===== config.mk =====
export PLATFORM = sky130hd
export DESIGN_NAME = player_select_ctrl
export DESIGN_NICKNAME = d
export VERILOG_FILES = /design/src/rtl/game_pkg.sv /design/src/rtl/button_debounce.sv /design/src/rtl/player_select_ctrl.sv
export SDC_FILE = /design/constraint.sdc
export NUM_CORES = 1
export LEC_CHECK = 0
export CAP_MARGIN = 0
export CORE_AREA = 2 2 70 72
export DETAILED_ROUTE_END_ITERATION = 7
export DIE_AREA = 0 0 72 74
export GPL_TIMING_DRIVEN = 0
export PLACE_DENSITY = 0.76
export SYNTH_ARGS = -nofsm -noshare
export SYNTH_HDL_FRONTEND = slang
export SYNTH_HIERARCHICAL = 1
export SYNTH_SLANG_ARGS = --single-unit

===== constraint.sdc =====
create_clock -name clk -period 2.1 [get_ports clk]
set_input_delay 0.42 -clock clk [delete_from_list [all_inputs] [get_ports clk]]
set_output_delay 0.42 -clock clk [all_outputs]
set_load 0.02 [all_outputs]

===== src/rtl/game_pkg.sv =====
// Shared constants for the player-select controller: FSM state encoding
// and the default debounce length.
package game_pkg;

    localparam int DEFAULT_DEBOUNCE_CYCLES = 500000;

    localparam logic [1:0] ST_SELECT = 2'd0;
    localparam logic [1:0] ST_LOCKED = 2'd1;
    localparam logic [1:0] ST_PLAY   = 2'd2;

endpackage


===== src/rtl/button_debounce.sv =====
// Two-flop synchronizer, counter debouncer and rising-edge detector for
// one raw button; press is high for the one cycle after level rises.
module button_debounce
    import game_pkg::*;
#(
    parameter int DEBOUNCE_CYCLES = DEFAULT_DEBOUNCE_CYCLES
) (
    input  logic clk,
    input  logic rst,
    input  logic raw,
    output logic level,
    output logic press
);

    localparam int CNT_W = (DEBOUNCE_CYCLES > 1) ? $clog2(DEBOUNCE_CYCLES) : 1;
    localparam logic [CNT_W-1:0] CNT_LAST = CNT_W'(DEBOUNCE_CYCLES - 1);

    logic             sync1_q;
    logic             sync2_q;
    logic             stable_q;
    logic             stable_d;
    logic             prev_q;
    logic [CNT_W-1:0] cnt_q;
    logic [CNT_W-1:0] cnt_d;

    always_comb begin
        // NOTE: every output of this block gets a default first, so no path leaves it unassigned and no latch is inferred.
        stable_d = stable_q;
        cnt_d    = cnt_q;
        if (sync2_q == stable_q) begin
            cnt_d = '0;
        end else if (cnt_q == CNT_LAST) begin
            stable_d = ~stable_q;
            cnt_d    = '0;
        end else begin
            cnt_d = cnt_q + CNT_W'(1);
        end
    end

    always_ff @(posedge clk) begin
        // NOTE: non-blocking assignments so every flop samples its pre-edge inputs, making the synchronizer chain a real two-stage delay.
        if (rst) begin
            sync1_q  <= 1'b0;
            sync2_q  <= 1'b0;
            cnt_q    <= '0;
            stable_q <= 1'b0;
            prev_q   <= 1'b0;
        end else begin
            sync1_q  <= raw;
            sync2_q  <= sync1_q;
            cnt_q    <= cnt_d;
            stable_q <= stable_d;
            prev_q   <= stable_q;
        end
    end

    assign level = stable_q;
    assign press = stable_q & ~prev_q;

endmodule


===== src/rtl/player_select_ctrl.sv =====
// Player selection controller: cycle a choice with the select button,
// lock it with confirm, then enter play when the start level is seen.
module player_select_ctrl
    import game_pkg::*;
#(
    parameter int DEBOUNCE_CYCLES = DEFAULT_DEBOUNCE_CYCLES,
    parameter int NUM_CHOICES     = 6
) (
    input  logic       clk,
    input  logic       rst,
    input  logic       sel,
    input  logic       conf,
    input  logic       start,
    output logic [2:0] choice,
    output logic       sel_pulse,
    output logic       locked,
    output logic       active
);

    localparam logic [2:0] CHOICE_LAST = 3'(NUM_CHOICES - 1);

    logic       sel_press;
    logic       conf_press;
    logic       sel_level;
    logic       conf_level;
    logic       unused_levels;
    logic       start_s1_q;
    logic       start_s2_q;
    logic [1:0] state_q;
    logic [1:0] state_d;
    logic [2:0] choice_q;
    logic [2:0] choice_d;
    logic       sel_pulse_q;
    logic       sel_pulse_d;
    logic       locked_q;
    logic       active_q;

    button_debounce #(.DEBOUNCE_CYCLES(DEBOUNCE_CYCLES)) u_sel_db (
        .clk   (clk),
        .rst   (rst),
        .raw   (sel),
        .level (sel_level),
        .press (sel_press)
    );

    button_debounce #(.DEBOUNCE_CYCLES(DEBOUNCE_CYCLES)) u_conf_db (
        .clk   (clk),
        .rst   (rst),
        .raw   (conf),
        .level (conf_level),
        .press (conf_press)
    );

    assign unused_levels = sel_level ^ conf_level;

    always_comb begin
        state_d     = state_q;
        choice_d    = choice_q;
        sel_pulse_d = 1'b0;
        case (state_q)
            ST_SELECT: begin
                // Confirm wins over a simultaneous select: lock without incrementing.
                if (conf_press) begin
                    state_d = ST_LOCKED;
                end else if (sel_press) begin
                    choice_d    = (choice_q == CHOICE_LAST) ? 3'd0 : choice_q + 3'd1;
                    sel_pulse_d = 1'b1;
                end
            end
            ST_LOCKED: if (start_s2_q) state_d = ST_PLAY;
            ST_PLAY:   state_d = ST_PLAY;
            default:   state_d = ST_SELECT;
        endcase
    end

    always_ff @(posedge clk) begin
        if (rst) begin
            start_s1_q  <= 1'b0;
            start_s2_q  <= 1'b0;
            state_q     <= ST_SELECT;
            choice_q    <= 3'd0;
            sel_pulse_q <= 1'b0;
            locked_q    <= 1'b0;
            active_q    <= 1'b0;
        end else begin
            start_s1_q  <= start;
            start_s2_q  <= start_s1_q;
            state_q     <= state_d;
            choice_q    <= choice_d;
            sel_pulse_q <= sel_pulse_d;
            locked_q    <= (state_d != ST_SELECT);
            active_q    <= (state_d == ST_PLAY);
        end
    end

    assign choice    = choice_q;
    assign sel_pulse = sel_pulse_q;
    assign locked    = locked_q;
    assign active    = active_q;

endmodule


== Word level (Yosys, flattened, before mapping) ==
Index checks and enable logic that the tools add are counted.
Word-level totals
  output and inout bits: 6
  RAM bits: 0
  word-level logic and storage cells: 51
  ROM bits: 0
  bits in registers: 56
  memories kept: 0
  bits in latches: 0
Cells by class
  add/subtract/negate cells: 3
  order comparisons: 0
  bitwise gates (word level): 10
  div/mod/pow operators: 0
  equality and inequality tests: 8
  multipliers: 0
  shift operators: 0
  reduce and logical (&&, ||, !) cells: 8
  multiplexer cells: 5
Operators by type and width (number)
  $add A19 B1 Y19 const B: 2
  $eq A19 B19 Y1 const B: 2
  $reduce_or A3 Y1: 3
  $not A1 Y1: 8
  $pmux W2 S3: 1
  $eq A2 B2 Y1 const B: 2
  $mux W2: 2
  $reduce_and A2 Y1: 2
  $add A3 B1 Y3 const B: 1
  $eq A3 B3 Y1 const B: 1
  $mux W3: 1
  $reduce_and A3 Y1: 1
  $and A1 B1 Y1: 2
  $eq A1 B1 Y1: 2
  $eq A2 B1 Y1 const B: 1
  $logic_not A2 Y1: 1
  $reduce_bool A2 Y1: 1
  $mux W1: 1

== Longest topological paths before layout ==
Gate-level depths: netlist of the first run.
  word-level depth: 5
  gate-level depth with buffers: 6
  depth with buffers taken out: 5

== Hierarchy ==
The synthesis of the first run kept the hierarchy.
Modules (own cells, without submodules)
  button_debounce: area each 1028.5 µm², cells an instance 111, instances 2, seq. area each 460.4 µm²
  player_select_ctrl: area each 350.3 µm², cells an instance 35, instances 1, seq. area each 200.2 µm²

== Worst setup path before layout of the first run ==
No wires, ideal clock.
  path kind: flip-flop to flip-flop
  start point: reg u_conf_db.cnt_q[0]
  end point: reg u_conf_db.cnt_q[10]
  data required time: 1.985 ns
  path slack: 0.243 ns
  cell stages (with the launch flop): 7
  period minus slack after synthesis: 1.857 ns
  data arrival time: 1.742 ns
  library setup time: 0.115 ns
  cells stage by stage: dfxtp_1 > ha_1 > nand3_2 > or4_4 > o31ai_4 > buf_6 > nor2_1
On the way
  cells in the longest elaborated chain, start to end: 2
  elaborated cells between the ends (all ways): 3
Ends and longest elaborated chain
  from (decl): RTL line button_debounce.sv:23  | logic [CNT_W-1:0] cnt_q;
  from (signal assigned): RTL line button_debounce.sv:51  | cnt_q <= cnt_d;
  branches (longest 2 deep; another with $add A19 B1 Y19)
Several ways; the timed one is not identified.
A chain may end at the register's enable or synchronous reset.

== Worst setup path after layout of the first run ==
  start point: reg u_conf_db.cnt_q[0]
  end point: reg u_conf_db.cnt_q[0]
Same word-level chain as after synthesis.

==> results of run 1 <==
-- cells by family (layout without fill, tap and decap cells) --
kind of cell | Yosys count | in the layout | synth area share, %
fa+ha+maj | 2 | 2 | 1.039
compound gates | 24 | 24 | 6.653
flops | 56 | 56 | 46.57
mux | 3 | 3 | 1.351
buf+inv | 13 | 36 | 2.651
simple gates | 131 | 131 | 31.55
xor+xnor | 28 | 28 | 10.19
-- state kept, by name, indices dropped and copies added (netlist names), 2 cells and up --
signal	flops
choice	3
state_q	2
u_conf_db/cnt_q	19
u_sel_db/cnt_q	19
-- where the power goes --
part,total [mW],internal (mW),switching (mW),leakage [nW]
Sequential,1.07,1.07,0.00361,0.453
Clock,0.603,0.244,0.359,0.0487
Combinational,0.0352,0.0187,0.0165,0.324
-- repair_timing --
action,4_1_cts,5_1_grt
buffers inserted,5,0
setup endpoints to repair,20,1
pin swaps,2,0
cloned,0,0
gates resized for setup,0,2
-- through the flow --
step                      total power [mW]  hold slack [ps]
after floorplan                      1.113            413.8
after global placement               1.127            418.1
after detailed placement             1.128            433.3
after CTS                            1.733            463.3
after global routing                 1.779            473.9
final                                1.710            457.5
-- how the worst min path moves through the flow --
stage	startpoint	to	slack (ps)	cells past startpoint
after global routing	start_s1_q	start_s2_q	470	1
after floorplan	start_s1_q	start_s2_q	410	1
after global placement	u_conf_db/sync1_q	u_conf_db/sync2_q	420	1
after detailed placement	u_sel_db/sync1_q	u_sel_db/sync2_q	430	1
final	start_s1_q	start_s2_q	460	1
after CTS	u_conf_db/sync1_q	u_conf_db/sync2_q	460	1
-- cells in the mapped netlist --
cell	count	area, µm²
a21oi_1	13	65.06
and3_2	2	15.01
and4_1	2	17.52
buf_6	2	22.52
clkbuf_1	1	3.750
dfxtp_1	56	1121
ha_1	2	25.02
inv_1	10	37.54
mux2_2	2	22.52
mux2i_1	1	10.01
nand2_1	16	60.06
nand2b_1	1	6.260
nand3_1	8	40.04
nand3_2	4	40.04
nand3b_1	1	7.510
nand4_1	6	37.54
nand4_2	2	25.02
nand4_4	2	42.54
nand4b_1	1	8.760
nor2_1	40	150.1
nor2b_1	12	75.07
nor3_1	10	50.05
nor4_1	8	50.05
nor4b_1	1	8.760
o21ai_0	6	30.03
o21bai_1	1	7.510
o31ai_1	2	15.01
o31ai_4	2	42.54
or2_2	3	18.77
or3_1	4	25.02
or4_1	3	22.52
or4_4	4	45.04
or4b_4	1	13.76
xnor2_1	22	192.7
xor2_1	6	52.55
-- cell type report --
type	count	area, µm²	area share [%]
buffer	3	26.28	0.9682
clock buffer	5	68.82	2.536
clock inverter	3	26.28	0.9682
inverter	10	37.54	1.383
multi-input combinational	188	1227	45.23
sequential	56	1122	41.36
tap	54	67.56	2.490
timing repair buffer	15	137.6	5.071
-- cell usage in the layout (no fill, tap or decap), drive strengths merged --
master         netlist  final
dfxtp               56     56
nor2                40     40
xnor2               22     22
nand2               16     16
a21oi               13     13
nor2b               12     12
nand3               12     12
inv                 10     11
clkdlybuf4s50        0     10
nor3                10     10
nand4               10     10
nor4                 8      8
buf                  2      7
or4                  7      7
o21ai                6      6
xor2                 6      6
clkbuf               1      6
or3                  4      4
o31ai                4      4
or2                  3      3
clkinv               0      2
and3                 2      2
and4                 2      2
mux2                 2      2
ha                   2      2
or4b                 1      1
nor4b                1      1
nand3b               1      1
nand2b               1      1
nand4b               1      1
mux2i                1      1
o21bai               1      1
-- per-layer routing --
layer	routed length, µm	track usage, %	up-vias
li1	-	-	930
met1	1991	21.03	827
met2	1812	26.54	21
met3	115	4.201	4
met4	37	5.660	0
met5	0	0	-
==> flow_metrics.env, run 1 <==
export IMPL_io_buffers=10
export IMPL_clock_root_buffer="clkbuf_8"
export IMPL_grt_max_degree=20
export IMPL_vias=1782
export IMPL_slew_headroom_pct=69.93
export IMPL_setup_tns_final_ps=0
export IMPL_hold_viol=0
export IMPL_drt_iter0_markers=105
export IMPL_numCtsBuffers=5
export IMPL_n_fill_cell=393
export IMPL_design_area_um2=2714
export IMPL_worst_ep_arrival_time_ps=2200
export IMPL_yosysUniqueCellTypes=35
export IMPL_start_util_pct=52.35
export IMPL_syn_cell_area_um2=2407
export IMPL_core_area_um2=4598
export IMPL_cp_start_kind="flop"
export IMPL_syn_nets=264
export IMPL_ant_nets=0
export IMPL_synth_cells=257
export IMPL_yosys_warnings=6
export IMPL_worstMarginPinSlew_ps=444.8
export IMPL_seq_area_frac_synth_pct=46.57
export IMPL_hpwlAfterDp_um=2741
export IMPL_p_per_area_nw_per_um2=630.0
export IMPL_startpoint="u_conf_db/cnt_q[0]"
export IMPL_rrSetupSlack_ps=100
export IMPL_pre_cts_ws_ps=-20.10
export IMPL_layout_nets=286
export IMPL_cts_htree_levels=2
export IMPL_fin_skew_ps=10.59
export IMPL_dpl_instance_area_um2=2575
export IMPL_grt_pass1_wl_um=6927
export IMPL_syn_avg_cell_area_um2=9.367
export IMPL_postCtsHoldBufs=0
export IMPL_finalSetupViolCount=0
export IMPL_ctsLongestPathBuffers=2
export IMPL_dieArea_um2=5328
export IMPL_grt_pass1_vias=1609
export IMPL_fp_dieW_um=72
export IMPL_vias_per_cell=5.335
export IMPL_crit_slowest_cell="or4_4"
export IMPL_path_cells="ha_1 -> nand3_2 -> or4_4 -> o31ai_4 -> buf_6 -> nor2_1"
export IMPL_cp_num_buf_inv=1
export IMPL_diodes=0
export IMPL_timing_final_ws_setup_ps=103.8
export IMPL_criticalPathCategory="flop to flop"
export IMPL_placementRows=25
export IMPL_drc=0
export IMPL_placed_cells=321
export IMPL_cts_tree="built"
export IMPL_worst_skew_pair_late_latency_ps=310
export IMPL_clkTransAtPathRegs_ps=110
export IMPL_max_freq_ghz=0.5009
export IMPL_crit_path_end="u_conf_db/cnt_q[0]"
export IMPL_grt_setup_unrepaired="no"
export IMPL_maxCapViolCount=0
export IMPL_rr_worst_depth=6
export IMPL_grt_overflow_total=0
export IMPL_power_leakage_nw=0.8255
export IMPL_syn_to_final_growth_pct=12.73
export IMPL_peakVddDrop_v=0.0003258
export IMPL_worst_ep_required_time_ps=2300
export IMPL_finalMaxSlewViolations=0
export IMPL_gr_usage_all_layers_pct=16.24
export IMPL_status="completed"
export IMPL_finalCriticalPeriod_ps=1996
export IMPL_wirelength_um=3957
export IMPL_drtPass1Iterations=4
export IMPL_cp_top_family="simple AND/OR/NAND/NOR gates"
export IMPL_endpoint_kind="flop"
export IMPL_path_depth=6
export IMPL_worstPathMaxFanout=10
export IMPL_gp_congestion=0.7633
export IMPL_chipHeight_um=74
export IMPL_antenna_found_initial=0
export IMPL_drive_above_1_share_pct=13.93
export IMPL_routedWlPerCell_um=11.85
export IMPL_slowest_delay_ps=480
export IMPL_finalCritPeriodShare_pct=95.06
export IMPL_io_pins=11
export IMPL_worst_r2r_startpoint="u_conf_db/cnt_q[0]"
export IMPL_reg2reg_to="u_conf_db/cnt_q[0]"
export IMPL_holdCritPathClass="flop to flop"
export IMPL_fin_util_pct=59.02
export IMPL_final_cell_count_no_fill=334
export IMPL_clkSinkCount=56
export IMPL_synth_seq_cells=56
Note: power is estimated with default switching activity, not from simulation.
==> inputs of run 2 (changes only) <==
--- a/config.mk
+++ b/config.mk
@@ -5,12 +5,13 @@
 export SDC_FILE = /design/constraint.sdc
 export NUM_CORES = 1
 export LEC_CHECK = 0
+export ABC_AREA = 1
 export CAP_MARGIN = 0
-export CORE_AREA = 2 2 70 72
+export CORE_AREA = 2 2 73 75
 export DETAILED_ROUTE_END_ITERATION = 7
-export DIE_AREA = 0 0 72 74
+export DIE_AREA = 0 0 75 77
 export GPL_TIMING_DRIVEN = 0
-export PLACE_DENSITY = 0.76
+export PLACE_DENSITY = 0.77
 export SYNTH_ARGS = -nofsm -noshare
 export SYNTH_HDL_FRONTEND = slang
 export SYNTH_HIERARCHICAL = 1
==> run 2 against run 1 <==
Clock power rose by 5.0%; sequential share of layout area down 3.7 points; core utilization grew 0.73 points; via count increased by 26%; first-iteration DRC count is 45% lower; routed wire length rose by 18%; critical path depth decreased by 5; die area increased by 8.4%; hold slack worse by 50 ps.
==> flow_metrics.env, run 2 <==
export IMPL_holdCritPathClass="flop to flop"
export IMPL_worstMarginPinSlew_ps=367.0
export IMPL_wirelength_um=4665
export IMPL_synth_cells=401
export IMPL_io_pins=11
export IMPL_cp_num_buf_inv=1
export IMPL_seq_area_frac_synth_pct=41.69
export IMPL_final_cell_count_no_fill=489
export IMPL_cts_tree="built"
export IMPL_routedWlPerCell_um=9.540
export IMPL_synth_top_area_share_pct=41.69
export IMPL_clock_root_buffer="clkbuf_8"
export IMPL_slowest_delay_ps=620
export IMPL_dieArea_um2=5775
export IMPL_gp_congestion=0.8649
export IMPL_grt_pass1_wl_um=8321
export IMPL_syn_avg_cell_area_um2=6.705
export IMPL_slew_headroom_pct=75.34
export IMPL_final_common_cell="nor2_1"
export IMPL_path_depth=1
export IMPL_placementRows=26
export IMPL_worst_ep_arrival_time_ps=1300
export IMPL_async_flop_share_pct=0
export IMPL_yosysUniqueCellTypes=19
export IMPL_diodes=0
export IMPL_fp_dieW_um=75
export IMPL_drt_iter0_markers=58
export IMPL_path_cells="clkdlybuf4s50_1"
export IMPL_rr_worst_depth=9
export IMPL_status="completed"
export IMPL_synth_enable_flop_cells=0
export IMPL_max_freq_ghz=0.5798
export IMPL_fin_skew_ps=11.42
export IMPL_cp_start_kind="flop"
export IMPL_post_cts_buffers=0
export IMPL_finalSetupViolCount=0
export IMPL_worstHoldPathCells=2
export IMPL_layout_nets=425
export IMPL_finalCritPeriodShare_pct=82.13
export IMPL_yosysTopAreaCell="dfxtp_1"
export IMPL_grt_overflow_total=0
export IMPL_drive_above_1_share_pct=6.683
export IMPL_io_buffers=10
export IMPL_syn_nets=408
export IMPL_syn_to_final_growth_pct=10.61
export IMPL_syn_cell_area_um2=2689
export IMPL_peakVddDrop_v=0.0004728
export IMPL_ctsLongestPathBuffers=2
export IMPL_clkTransAtPathRegs_ps=110
export IMPL_grt_setup_unrepaired="no"
export IMPL_vias_per_cell=4.577
export IMPL_hpwlAfterDp_um=3527
export IMPL_final_cell_mix="108 x nor2_1, 86 x nand2_1, 60 x inv_1"
export IMPL_clkSinkCount=56
export IMPL_post_synth_top_count_cell="nor2_1"
export IMPL_maxCapViolCount=0
export IMPL_power_leakage_nw=1.092
export IMPL_setup_tns_final_ps=0
export IMPL_drc=0
export IMPL_antenna_found_initial=0
export IMPL_p_per_area_nw_per_um2=584.3
export IMPL_criticalPathCategory="flop to output pin"
export IMPL_chipHeight_um=77
export IMPL_drtPass1Iterations=4
export IMPL_crit_slowest_cell="clkdlybuf4s50_1"
export IMPL_ant_nets=0
export IMPL_worstPathMaxFanout=3
export IMPL_yosys_warnings=6
export IMPL_cp_top_family="buffers and inverters"
export IMPL_cts_resized=0
export IMPL_hold_viol=0
export IMPL_worst_skew_pair_late_latency_ps=310
export IMPL_synth_ff_type="dfxtp_1"
export IMPL_endpoint_kind="output pin"
export IMPL_core_area_um2=4977
export IMPL_gr_usage_all_layers_pct=17.99
export IMPL_synthTopCellsByCount="108 x nor2_1, 86 x nand2_1, 60 x inv_1, 56 x dfxtp_1, 23 x nand3_1"
export IMPL_finalMaxSlewViolations=0
export IMPL_cts_htree_levels=2
export IMPL_synth_area_leaders="dfxtp_1 42%, nor2_1 15%, nand2_1 12%"
export IMPL_synth_seq_cells=56
export IMPL_vias=2238
export IMPL_start_util_pct=54.02
export IMPL_finalCriticalPeriod_ps=1725
export IMPL_grt_pass1_vias=2074
export IMPL_numCtsBuffers=5
export IMPL_placed_cells=481
export IMPL_worst_ep_required_time_ps=1680
export IMPL_grt_max_degree=21
export IMPL_postCtsHoldBufs=0
[run 2: cell types whose count changed after synthesis, sizes merged, moves of 11 or more]
cell / delta
xnor2: -16
nand2: +74
nand3: +11
nor2: +77
xor2: +12
inv: +54
nor2b: -12
[run 2: final cells by class]
class                   count  area [µm²]
fillers                   453        2003
clock buffers               5       68.82
plain buffers               3       27.53
clock inverters             3       28.78
inverters                  64       240.2
repair buffers             10       100.1
flip-flops and latches     56        1121
well taps                  70       87.58
multi-input cells         278        1300
[run 2: cell families after synthesis]
group | Yosys count | share of synthesized area (%)
and+or+nand+nor | 238 | 36.99
buffers and inverters | 67 | 9.958
DFF | 56 | 41.69
xor gates and xnor gates | 24 | 7.818
AOI/OAI and AO/OA | 14 | 2.606
adders and majority gates | 2 | 0.9305
[run 2: metrics by stage]
stage          instance area, µm²  util [%]  setup WS (ps)  power (mW)  hold slack [ps]
2_1_floorplan                2689         -          783.1       1.115            388.3
3_3_place_gp                 2877     57.79          272.2       1.128            389.6
3_5_place_dp                 2877     57.79          252.8       1.130            393.2
4_1_cts                      2974     59.75          367.5       1.760            409.1
5_1_grt                      2974     59.75          294.6       1.799            419.5
6_report                     2974     59.75          375.2       1.738            407.7
[run 2: path summary, 6_finish.rpt]
check	to	slack, ps	startpoint
setup / recovery	choice[1]	380	choice[1]
hold / removal	u_sel_db/sync2_q	410	u_sel_db/sync1_q
setup reg to reg	u_sel_db/cnt_q[5]	500	u_sel_db/cnt_q[0]
hold reg to reg	u_sel_db/sync2_q	410	u_sel_db/sync1_q
[run 2: layer usage]
layer / up-vias / part of all wire, % / track usage, %
met4: 0 / 0.99 / 6.964
li1: 1230 / - / -
met1: 978 / 50 / 23.54
met2: 24 / 47 / 29.12
met5: - / 0 / 0
met3: 6 / 2.2 / 2.891
[run 2: power breakdown]
part | switching (mW) | internal [mW]
Sequential | 0.00298 | 1.07
Combinational | 0.0187 | 0.0150
Clock | 0.380 | 0.253
